**src/rtl/decoder_scan_controller.sv**
```systemverilog
// decoder_scan_controller
// Stimulus sequencer for decoder_4x16. On an accepted start it walks the select
// code from 0 to LAST_INDEX. Each code is held with enable high for DWELL_CYCLES
// clocks, and one enable-low blanking clock separates consecutive codes
// (break-before-make). Single-pass or continuous operation; every output is a
// flop, so no input reaches an output combinationally.
module decoder_scan_controller #(
  parameter int unsigned DWELL_CYCLES = 4,   // 1..255
  parameter int unsigned LAST_INDEX   = 15   // 0..15
) (
  input  logic       clk,
  input  logic       rst_n,
  input  logic       start,
  input  logic       stop,
  input  logic       continuous,
  output logic [3:0] inputs,
  output logic       enabled,
  output logic       busy,
  output logic       done
);

  localparam logic [7:0] DWELL_RELOAD = 8'(DWELL_CYCLES - 1);
  localparam logic [3:0] LAST_CODE    = 4'(LAST_INDEX);

  typedef enum logic [1:0] {
    S_IDLE  = 2'd0,
    S_DRIVE = 2'd1,
    S_BLANK = 2'd2,
    S_DONE  = 2'd3
  } state_e;

  state_e     state_q;
  logic [3:0] code_q;
  logic       enabled_q;
  logic       busy_q;
  logic       done_q;
  logic [7:0] dwell_q;
  logic       cont_q;

  logic [3:0] next_code_d;
  logic       dwell_end_d;
  logic       more_codes_d;

  // Next code in the walk, plus the two decisions taken at the end of a dwell.
  always_comb begin
    next_code_d  = code_q + 4'd1;
    if (code_q == LAST_CODE) begin
      next_code_d = 4'd0;
    end
    dwell_end_d  = (dwell_q == 8'd0);
    // Another code follows unless the last code of a single pass was just driven.
    more_codes_d = (code_q != LAST_CODE) || cont_q;
  end

  // Sequencer: state, dwell counter, latched mode and all registered outputs.
  always_ff @(posedge clk or negedge rst_n) begin
    if (!rst_n) begin
      state_q   <= S_IDLE;
      code_q    <= 4'd0;
      enabled_q <= 1'b0;
      busy_q    <= 1'b0;
      done_q    <= 1'b0;
      dwell_q   <= 8'd0;
      cont_q    <= 1'b0;
    end else begin
      case (state_q)
        S_IDLE: begin
          done_q <= 1'b0;
          // stop has priority over a simultaneous start.
          if (start && !stop) begin
            state_q   <= S_DRIVE;
            code_q    <= 4'd0;
            enabled_q <= 1'b1;
            busy_q    <= 1'b1;
            dwell_q   <= DWELL_RELOAD;
            cont_q    <= continuous;
          end else begin
            code_q    <= 4'd0;
            enabled_q <= 1'b0;
            busy_q    <= 1'b0;
          end
        end

        S_DRIVE: begin
          if (stop) begin
            state_q   <= S_IDLE;
            code_q    <= 4'd0;
            enabled_q <= 1'b0;
            busy_q    <= 1'b0;
            done_q    <= 1'b0;
            dwell_q   <= 8'd0;
          end else if (!dwell_end_d) begin
            dwell_q <= dwell_q - 8'd1;
          end else if (more_codes_d) begin
            // Code stays on the bus while enable drops for the blank clock.
            state_q   <= S_BLANK;
            enabled_q <= 1'b0;
          end else begin
            // Last code of a single pass goes straight to DONE, no blank.
            state_q   <= S_DONE;
            enabled_q <= 1'b0;
            done_q    <= 1'b1;
          end
        end

        S_BLANK: begin
          if (stop) begin
            state_q   <= S_IDLE;
            code_q    <= 4'd0;
            enabled_q <= 1'b0;
            busy_q    <= 1'b0;
            done_q    <= 1'b0;
            dwell_q   <= 8'd0;
          end else begin
            state_q   <= S_DRIVE;
            code_q    <= next_code_d;
            enabled_q <= 1'b1;
            dwell_q   <= DWELL_RELOAD;
          end
        end

        S_DONE: begin
          // The done pulse always completes; stop and start are not looked at here.
          state_q   <= S_IDLE;
          code_q    <= 4'd0;
          enabled_q <= 1'b0;
          busy_q    <= 1'b0;
          done_q    <= 1'b0;
          dwell_q   <= 8'd0;
        end

        default: begin
          state_q   <= S_IDLE;
          code_q    <= 4'd0;
          enabled_q <= 1'b0;
          busy_q    <= 1'b0;
          done_q    <= 1'b0;
          dwell_q   <= 8'd0;
        end
      endcase
    end
  end

  assign inputs  = code_q;
  assign enabled = enabled_q;
  assign busy    = busy_q;
  assign done    = done_q;

endmodule

```
**config.mk**
```make
export PLATFORM = sky130hd
export DESIGN_NAME = decoder_scan_controller
export DESIGN_NICKNAME = d
export VERILOG_FILES = /design/src/rtl/decoder_scan_controller.sv
export SDC_FILE = /design/constraint.sdc
export NUM_CORES = 1
export LEC_CHECK = 0
export CAP_MARGIN = 20
export CORE_MARGIN = 1.5
export CORE_UTILIZATION = 40
export CTS_CLUSTER_DIAMETER = 50
export DETAILED_ROUTE_END_ITERATION = 8
export GPL_ROUTABILITY_DRIVEN = 0
export GPL_TIMING_DRIVEN = 0
export SYNTH_ARGS = -nofsm -noshare
export SYNTH_HDL_FRONTEND = slang
export SYNTH_SLANG_ARGS = --single-unit
```
**constraint.sdc**
```tcl
create_clock -name clk -period 2.55 [get_ports clk]
set_clock_uncertainty 0.05 [all_clocks]
set_input_delay 0.6375 -clock clk [delete_from_list [all_inputs] [get_ports clk]]
set_output_delay 0.6375 -clock clk [all_outputs]
set_load 0.1 [all_outputs]
```
# Yosys cells after proc, flatten, opt, wreduce, memory -nomap -nowiden
# Index checks and enable logic that the tools add are counted.
[word_totals]
in_bits = 5
output_inout_bits = 7
ff_bits = 18
[classes]
add_sub_neg = 2
mux = 26
n_eq_ne = 12
reduce_logical = 11
[op_table]
columns = ["operator", "n"]
rows = [
  ["$pmux W8 S4", 1],
  ["$mux W8", 3],
  ["$mux W4", 3],
  ["$pmux W4 S3", 1],
  ["$mux W1", 10],
  ["$ne A3 B3 Y1 const B", 3],
  ["$logic_not A8 Y1", 1],
  ["$mux W2", 4],
  ["$pmux W2 S4", 1],
  ["$sub A8 B1 Y8 const B", 1],
  ["$ne A2 B2 Y1 const B", 3],
  ["$pmux W1 S3", 2],
  ["$reduce_and A2 Y1", 3],
  ["$add A4 B1 Y4 const B", 1],
  ["$eq A2 B2 Y1 const B", 2],
  ["$eq A4 B4 Y1 const B", 1],
  ["$ne A4 B4 Y1 const B", 1],
  ["$pmux W1 S4", 1],
  ["$reduce_or A2 Y1", 2],
  ["$reduce_and A3 Y1", 1],
  ["$eq A2 B1 Y1 const B", 1],
  ["$logic_not A2 Y1", 1],
  ["$ne A2 B1 Y1 const B", 1],
  ["$logic_and A1 B1 Y1", 1],
  ["2 further kinds", 2],
]

# Longest topological paths before layout
[logic_depth]
depth_word = 6
depth_mapped = 8
mapped_depth_nobuf = 6

# Worst setup path after synthesis
# No wires, ideal clock.
[synth_path]
path_type = "flip-flop to flip-flop"
startpoint = "reg code_q[0] (netlist: inputs[0])"
endpoint = "reg code_q[3] (netlist: inputs[3])"
path_slack_ns = 0.274
arrival_ns = 2.139
path_stages_with_launch = 6
setup_ns = 0.087
required_ns = 2.413
path_cell_list = "dfrtp_1 ha_1 nand3_1 or3b_2 or3_1 o211ai_1"
[synth_via]
elab_chain_cells = 4
elab_cells_between_ends = 5
cone_classes = "add/sub: 1; eq/ne: 1; mux: 3"
[synth_rtl]
columns = ["element", "line_no", "source"]
rows = [
  ["from (decl)", "33", "logic [3:0] code_q;"],
  ["from (signal assigned)", "116", "code_q <= next_code_d;"],
  ["$add A4 B1 Y4 / $eq A4 B4 Y1 (equally long branches)", "46, 47", ""],
  ["$mux W4 (*)", "47", "if (code_q == LAST_CODE) begin"],
  ["$mux W4 (*)", "107", "if (stop) begin"],
  ["$pmux W4 S3 (*)", "66", "case (state_q)"],
]
# Every way passes the cells marked *; elsewhere a longest branch is shown, timed or not.
# A chain may end at the register's enable or synchronous reset.

# Final worst setup path
[layout_path]
startpoint = "reg enabled_q (netlist: enabled)"
endpoint = "out enabled"
[layout_lines]
columns = ["element", "line_no", "source"]
rows = [
  ["from (decl)", "34", "logic enabled_q;"],
  ["from (signal assigned)", "60", "enabled_q <= 1'b0;"],
  ["from (signal assigned)", "73", "enabled_q <= 1'b1;"],
  ["from (signal assigned)", "79", "enabled_q <= 1'b0;"],
  ["to (decl)", "17", "output logic enabled,"],
]
# No word-level cell between the ends.

==> impl_metrics.csv <==
group,metric,value,unit
worst_setup_path,worst_ep_arrival_time,1.79,ns
clock_network,cts_root_buf,"sky130_fd_sc_hd__clkbuf_4",
logic_synthesis,synth_commonest_cells,"sky130_fd_sc_hd__dfrtp_1 (18), sky130_fd_sc_hd__a21oi_1 (11), sky130_fd_sc_hd__nor2_1 (9), sky130_fd_sc_hd__or3_1 (9), sky130_fd_sc_hd__ha_1 (8)",
worst_hold_path,whs_endpoint,"done$_DFFE_PN0P_",
worst_setup_path,rr_endpoint,"dwell_q[0]$_DFFE_PN0P_",
timing,setup_tns,0,ns
worst_setup_path,regToRegSetupSlack,0.32,ns
logic_synthesis,yosys.area_share.adder,9.25,%
timing,finalCriticalPeriod,2.48,ns
logic_synthesis,synth_top_family_by_area,"simple AND/OR/NAND/NOR gates",
worst_setup_path,start_of_the_worst_register_to_register_path,"dwell_q[0]$_DFFE_PN0P_",
worst_hold_path,min-delay-start,"done$_DFFE_PN0P_",
grt,grt_overflow_total,0,
logic_synthesis,post-synth-top-area-fraction,41.6,%
logic_synthesis,number_of_nets_produced_by_synthesis,127,
timing,slew_headroom,35.2,%
floorplan,die_y,55.0,µm
logic_synthesis,synth_edf_count,0,
logic_synthesis,yosysMostFrequentCell,"sky130_fd_sc_hd__dfrtp_1",
clock_network,ctsLongestPathBuffers,2,
clock_network,htree_num_levels,1,
pwr,p_per_area,1060,nW/µm²
timing,maxSlewViolCount,0,
logic_synthesis,share_of_synthesized_registers_carrying_an_async_set_or_reset,100,%
timing,max_freq,404,MHz
logic_synthesis,synth_compound_gate_area_share,16.5,%
grt,grt_start_max_net_pins,19,
clock_network,cts.repair_timing.setup_buffer_count,0,
worst_setup_path,worst_setup_path_end_kind,"output pin",
worst_setup_path,crit_type,"reg2out",
floorplan,fp.coreArea,2520,µm²
grt,wire_length_of_the_first_global_routing_pass,3640,µm
worst_setup_path,start_kind,"register",
detailed_routing,routed-via-count,842,
cells_and_area,finish.utilization,49.7,%
worst_hold_path,hold-path-cell-count,1,
floorplan,io_pins,12,
grt,grt_util_all_layers,17.1,%
logic_synthesis,dominantRegCellSynth,"sky130_fd_sc_hd__dfrtp_1",
placement,port-buffer-count,10,
flow_run,cap_viol_max_count,0,
logic_synthesis,synth_simple_gate_area_share,22.1,%
logic_synthesis,post-synth-top-area-cell,"sky130_fd_sc_hd__dfrtp_1",
floorplan,rows,18,
detailed_routing,met1_length,966,µm
run_status,run_status,"completed",
clock_network,cts_tree,"built",
timing,hold_viol,0,
clock_network,clock_sink_count,18,
detailed_routing,drt_first_pass_iters,4,
worst_setup_path,cp.required,1.86,ns
worst_setup_path,crit_path_cell_trace,"clkdlybuf4s50_1",
clock_network,cts.reportedPaths.clkPinSlew,0.10,ns
worst_hold_path,worst_hold_class,"reg2reg",
logic_synthesis,synth.avg_cell_area,9.49,µm²
cells_and_area,post_layout_nonfiller_instances,158,
pwr,cellLeakagePower,0.577,nW
logic_synthesis,synth.ff_latch_count,18,
cells_and_area,antennaDiodeCount,0,
logic_synthesis,yosysWarnings,0,
cells_and_area,layout-area-overhead-vs-synth,15.8,%
clock_network,clock_latency,0.30,ns
worst_setup_path,cp_num_buf_inv,1,
cells_and_area,final_nets,142,
timing,setup_viol,0,
worst_setup_path,path_max_fanout,2,
detailed_routing,drtIter0Drc,14,
timing,worstMarginPinSlew,0.968,ns
logic_synthesis,synthesis.area,1080,µm²
floorplan,floorplan.die.width,55.0,µm
floorplan,die_area,3030,µm²
timing,grt_setup_unrepaired,"no",
logic_synthesis,post_synth_inst_count,114,
cells_and_area,num-fill-cells,255,
detailed_routing,final_wl,2040,µm
clock_network,cts_buffers,3,
detailed_routing,met2_wirelength,973,µm
logic_synthesis,synth.distinct_cells,29,
grt,antenna_found_initial,0,
pwr,peakVddDrop,0.633,mV
detailed_routing,ant_nets,0,
clock_network,cts_hold_buf,0,
logic_synthesis,parity_gate_share_of_the_synthesized_area_counting_xor_and_xnor_cells,0,%
floorplan,floorplan.initialDensity,42.9,%
cells_and_area,drive_above_1_share,10.2,%
detailed_routing,wire_per_inst,12.9,µm
detailed_routing,detail_route.drc_violations,0,
detailed_routing,top_signal_layer_used,"met4",
logic_synthesis,synth.top_cells.by_area,"sky130_fd_sc_hd__dfrtp_1 (42%), sky130_fd_sc_hd__ha_1 (9.2%), sky130_fd_sc_hd__or3_1 (5.2%), sky130_fd_sc_hd__a21oi_1 (5.1%), sky130_fd_sc_hd__nor2_1 (3.1%)",
placement,place_hpwl,1530,µm
grt,number_of_global_route_vias_before_repair,831,
worst_setup_path,critical-path-max-stage-delay,1.13,ns
worst_setup_path,cpLargestDelayFamily,"buffers and inverters",
logic_synthesis,synth_sequential_area_ratio,41.6,%
placement,place.detailed.instances,154,
timing,final_min_period_over_clock_period,97.2,%
worst_setup_path,cp_slowest_cell,"sky130_fd_sc_hd__clkdlybuf4s50_1",
detailed_routing,drt-vias-per-instance,5.33,
logic_synthesis,post_synth_mux_area_share,6.13,%
detailed_routing,detailroute.wirelength.met3,82,µm
worst_setup_path,r2r_cells,7,
==> kinds of logic after synthesis <==
kind of cell	Yosys count
fa+ha+maj	8
mux	6
flops	18
simple gates	43
compound gates	29
buf+inv	10
==> cell usage in the layout, fill, tap and decap left out, types with 2 or more instances in the layout <==
cell and count:
sky130_fd_sc_hd__dfrtp_1 18, sky130_fd_sc_hd__a21oi_1 11, sky130_fd_sc_hd__or3_1 9, sky130_fd_sc_hd__nor2_1 9, sky130_fd_sc_hd__ha_1 8, sky130_fd_sc_hd__inv_1 6
sky130_fd_sc_hd__o21ai_1 6, sky130_fd_sc_hd__o21ai_0 6, sky130_fd_sc_hd__nand2_1 6, sky130_fd_sc_hd__nor2b_1 5, sky130_fd_sc_hd__clkdlybuf4s50_1 5, sky130_fd_sc_hd__dlygate4sd2_1 4
sky130_fd_sc_hd__nand2b_1 3, sky130_fd_sc_hd__or4_1 3, sky130_fd_sc_hd__mux2_2 3, sky130_fd_sc_hd__clkbuf_4 3, sky130_fd_sc_hd__buf_2 2, sky130_fd_sc_hd__or3b_2 2
sky130_fd_sc_hd__mux2_1 2, sky130_fd_sc_hd__nand3_1 2, sky130_fd_sc_hd__o31ai_1 2
==> worst max path at each step <==
| stage | endpoint | cells past startpoint | startpoint |
|---|---|---|---|
| 6_report | enabled | 1 | enabled$_DFFE_PN0P_ |
| 5_1_grt | enabled | 1 | enabled$_DFFE_PN0P_ |
| 4_1_cts | busy | 1 | busy$_DFFE_PN0P_ |
| 3_5_place_dp | dwell_q[3]$_DFFE_PN0P_ | 5 | start |
| 3_3_place_gp | dwell_q[5]$_DFFE_PN0P_ | 5 | start |
| 2_1_floorplan | inputs[3]$_DFFE_PN0P_ | 5 | inputs[0]$_DFFE_PN0P_ |
==> layout make-up <==
cell class / instances / area [µm²] / share of cell area (%)
multi-input cells: 86 / 584 / 46.6
flip-flops and latches: 18 / 450 / 35.9
repair buffers: 10 / 97.6 / 7.78
well taps: 30 / 37.5 / 2.99
clock buffers: 4 / 36.3 / 2.89
plain buffers: 4 / 25.0 / 2.00
inverters: 6 / 22.5 / 1.80
==> through the flow <==
step | worst slack [ns] | hold slack, ns | total power, mW | area, µm²
after floorplan | 0.274 | 0.292 | 1.00 | 1080
after global routing | 0.0139 | 0.498 | 1.45 | 1250
final | 0.0723 | 0.467 | 1.33 | 1250
after CTS | 0.0461 | 0.476 | 1.35 | 1250
after global placement | 0.107 | 0.445 | 1.15 | 1220
after detailed placement | 0.0928 | 0.446 | 1.16 | 1220
==> registers in the layout, indices dropped and copies added (netlist names) <==
signal   cells
dwell_q      8
busy         1
inputs       4
state_q      2
enabled      1
cont_q       1
done         1
==> report_power, final <==
part	internal (mW)	switching, mW
Combinational	0.272	0.459
Sequential	0.362	0.0607
Clock	0.0871	0.0904
==> metal layers <==
layer | vias up | GRT usage (%)
met5 | - | 0
met4 | 0 | 4.88
met3 | 2 | 6.18
met2 | 14 | 28.0
met1 | 393 | 21.3
li1 | 433 | -
==> timing repair <==
action | 4_1_cts | 5_1_grt
gates resized for setup | 4 | 1
pin swaps | 0 | 0
setup endpoints to repair | 4 | 1
No activity file was read; power rests on OpenSTA's default activity.
==> RTL change, RTL diff (same flow settings) <==
Register the inputs `start`, `stop` and `continuous` before use, without a reset. The logic sees them one clock later.
--- a/src/rtl/decoder_scan_controller.sv
+++ b/src/rtl/decoder_scan_controller.sv
@@ -28,6 +28,16 @@
     S_BLANK = 2'd2,
     S_DONE  = 2'd3
   } state_e;
+
+  logic start_q;
+  logic stop_q;
+  logic continuous_q;
+
+  always_ff @(posedge clk) begin
+    start_q      <= start;
+    stop_q       <= stop;
+    continuous_q <= continuous;
+  end
 
   state_e     state_q;
   logic [3:0] code_q;
@@ -67,13 +77,13 @@
         S_IDLE: begin
           done_q <= 1'b0;
           // stop has priority over a simultaneous start.
-          if (start && !stop) begin
+          if (start_q && !stop_q) begin
             state_q   <= S_DRIVE;
             code_q    <= 4'd0;
             enabled_q <= 1'b1;
             busy_q    <= 1'b1;
             dwell_q   <= DWELL_RELOAD;
-            cont_q    <= continuous;
+            cont_q    <= continuous_q;
           end else begin
             code_q    <= 4'd0;
             enabled_q <= 1'b0;
@@ -82,7 +92,7 @@
         end
 
         S_DRIVE: begin
-          if (stop) begin
+          if (stop_q) begin
             state_q   <= S_IDLE;
             code_q    <= 4'd0;
             enabled_q <= 1'b0;
@@ -104,7 +114,7 @@
         end
 
         S_BLANK: begin
-          if (stop) begin
+          if (stop_q) begin
             state_q   <= S_IDLE;
             code_q    <= 4'd0;
             enabled_q <= 1'b0;
Formal check against the unedited RTL: not equivalent (Yosys sat finds a counterexample within 4 cycles, from zero or initial values and one cycle with rst_n low).
==> RTL change against the original RTL <==
Power increased by 4.0%; maximum frequency decreased by 0.47%; non-clock buffer count decreased by 1; sequential cell count increased by 3; critical path depth unchanged; worst setup slack got worse by 12 ps; final area increased by 4.3%; count of clock-buffer cells in the layout decreased by 1; synthesized area increased by 4.7%; worst hold slack got worse by 71 ps; routed wire length increased by 14%; critical path type unchanged; highest routed layer unchanged.
==> RTL change: results (changes against the original RTL) <==
power_and_ir_drop:
  p_leak_nw: 0.6073  # +5.2%
  p_sw_mw: 0.6420  # +5.3%
  ir_drop_mv: 0.5140  # -19%
  p_clk_mw: 0.161  # -9.6%
  finalPower_mw: 1.383  # +4.0%
drt:
  drtIter0Drc: 29  # +15
  vias: 943  # +12%
  via_per_inst: 5.647  # +6.0%
  post_drt_wl_per_cell_um: 13.89  # +7.8%
logic_synthesis:
  async_flop_share_pct: 85.71  # -14 points
  synth_fa_ha_area_share_pct: 8.830  # -0.42 points
  synth_common_cells: "18 x dfrtp_1, 12 x a21oi_1, 12 x o21ai_0"
  ys_types: 30  # +3.4%
  muxShareOfSynthArea_pct: 2.980  # -3.1 points
  ys_top_cells_by_area: "dfrtp_1 40%, ha_1 8.8%, a21oi_1 5.3%"
place:
  port_buffers: 11  # +1
  dp_worst_setup_slack_ps: 266.9  # +174.1 ps
  hpwl_um: 1693  # +11%
final_layout:
  fin_util_pct: 48.25  # -1.5 points
  final_nets: 150  # +5.6%
  nFillCells: 286  # +12%
global_route:
  grt_pass1_wl_um: 4215  # +16%
  grtUsageTotal_pct: 16.93  # -0.22 points
timing:
  max-slew-margin-rel_pct: 35.79  # +0.54 points
status:
  status: "finished clean"
==> RTL change: final timing paths <==
kind / start / endpoint / slack (ps) / cells after the start
worst max register to register: state_q[1] / dwell_q[7] / 280 / 7
worst min-delay path: continuous_q / cont_q / 400 / 2
min in group asynchronous: rst_n / inputs[2] / 750 / 1
worst max-delay path: done / done / 60 / 1
max in group asynchronous: rst_n / dwell_q[1] / 1180 / 1
worst min register to register: continuous_q / cont_q / 400 / 2
==> RTL change: per-layer routing <==
layer	wire length, um	vias to the layer above	track usage [%]	share of wire (%)
met5	0	-	0	0
met4	18	0	7.483	0.78
met3	55	2	2.791	2.4
met2	1085	14	25.21	47
met1	1160	462	24.08	50
li1	-	465	-	-
==> RTL change: cell type report <==
type	count	area share [%]
Tap cell	31	2.967
Clock buffer	3	1.722
Multi-Input combinational cell	90	44.69
Inverter	8	2.297
Timing Repair Buffer	11	8.230
Sequential cell	21	39.04
Clock inverter	1	0.3828
Buffer	2	0.6699
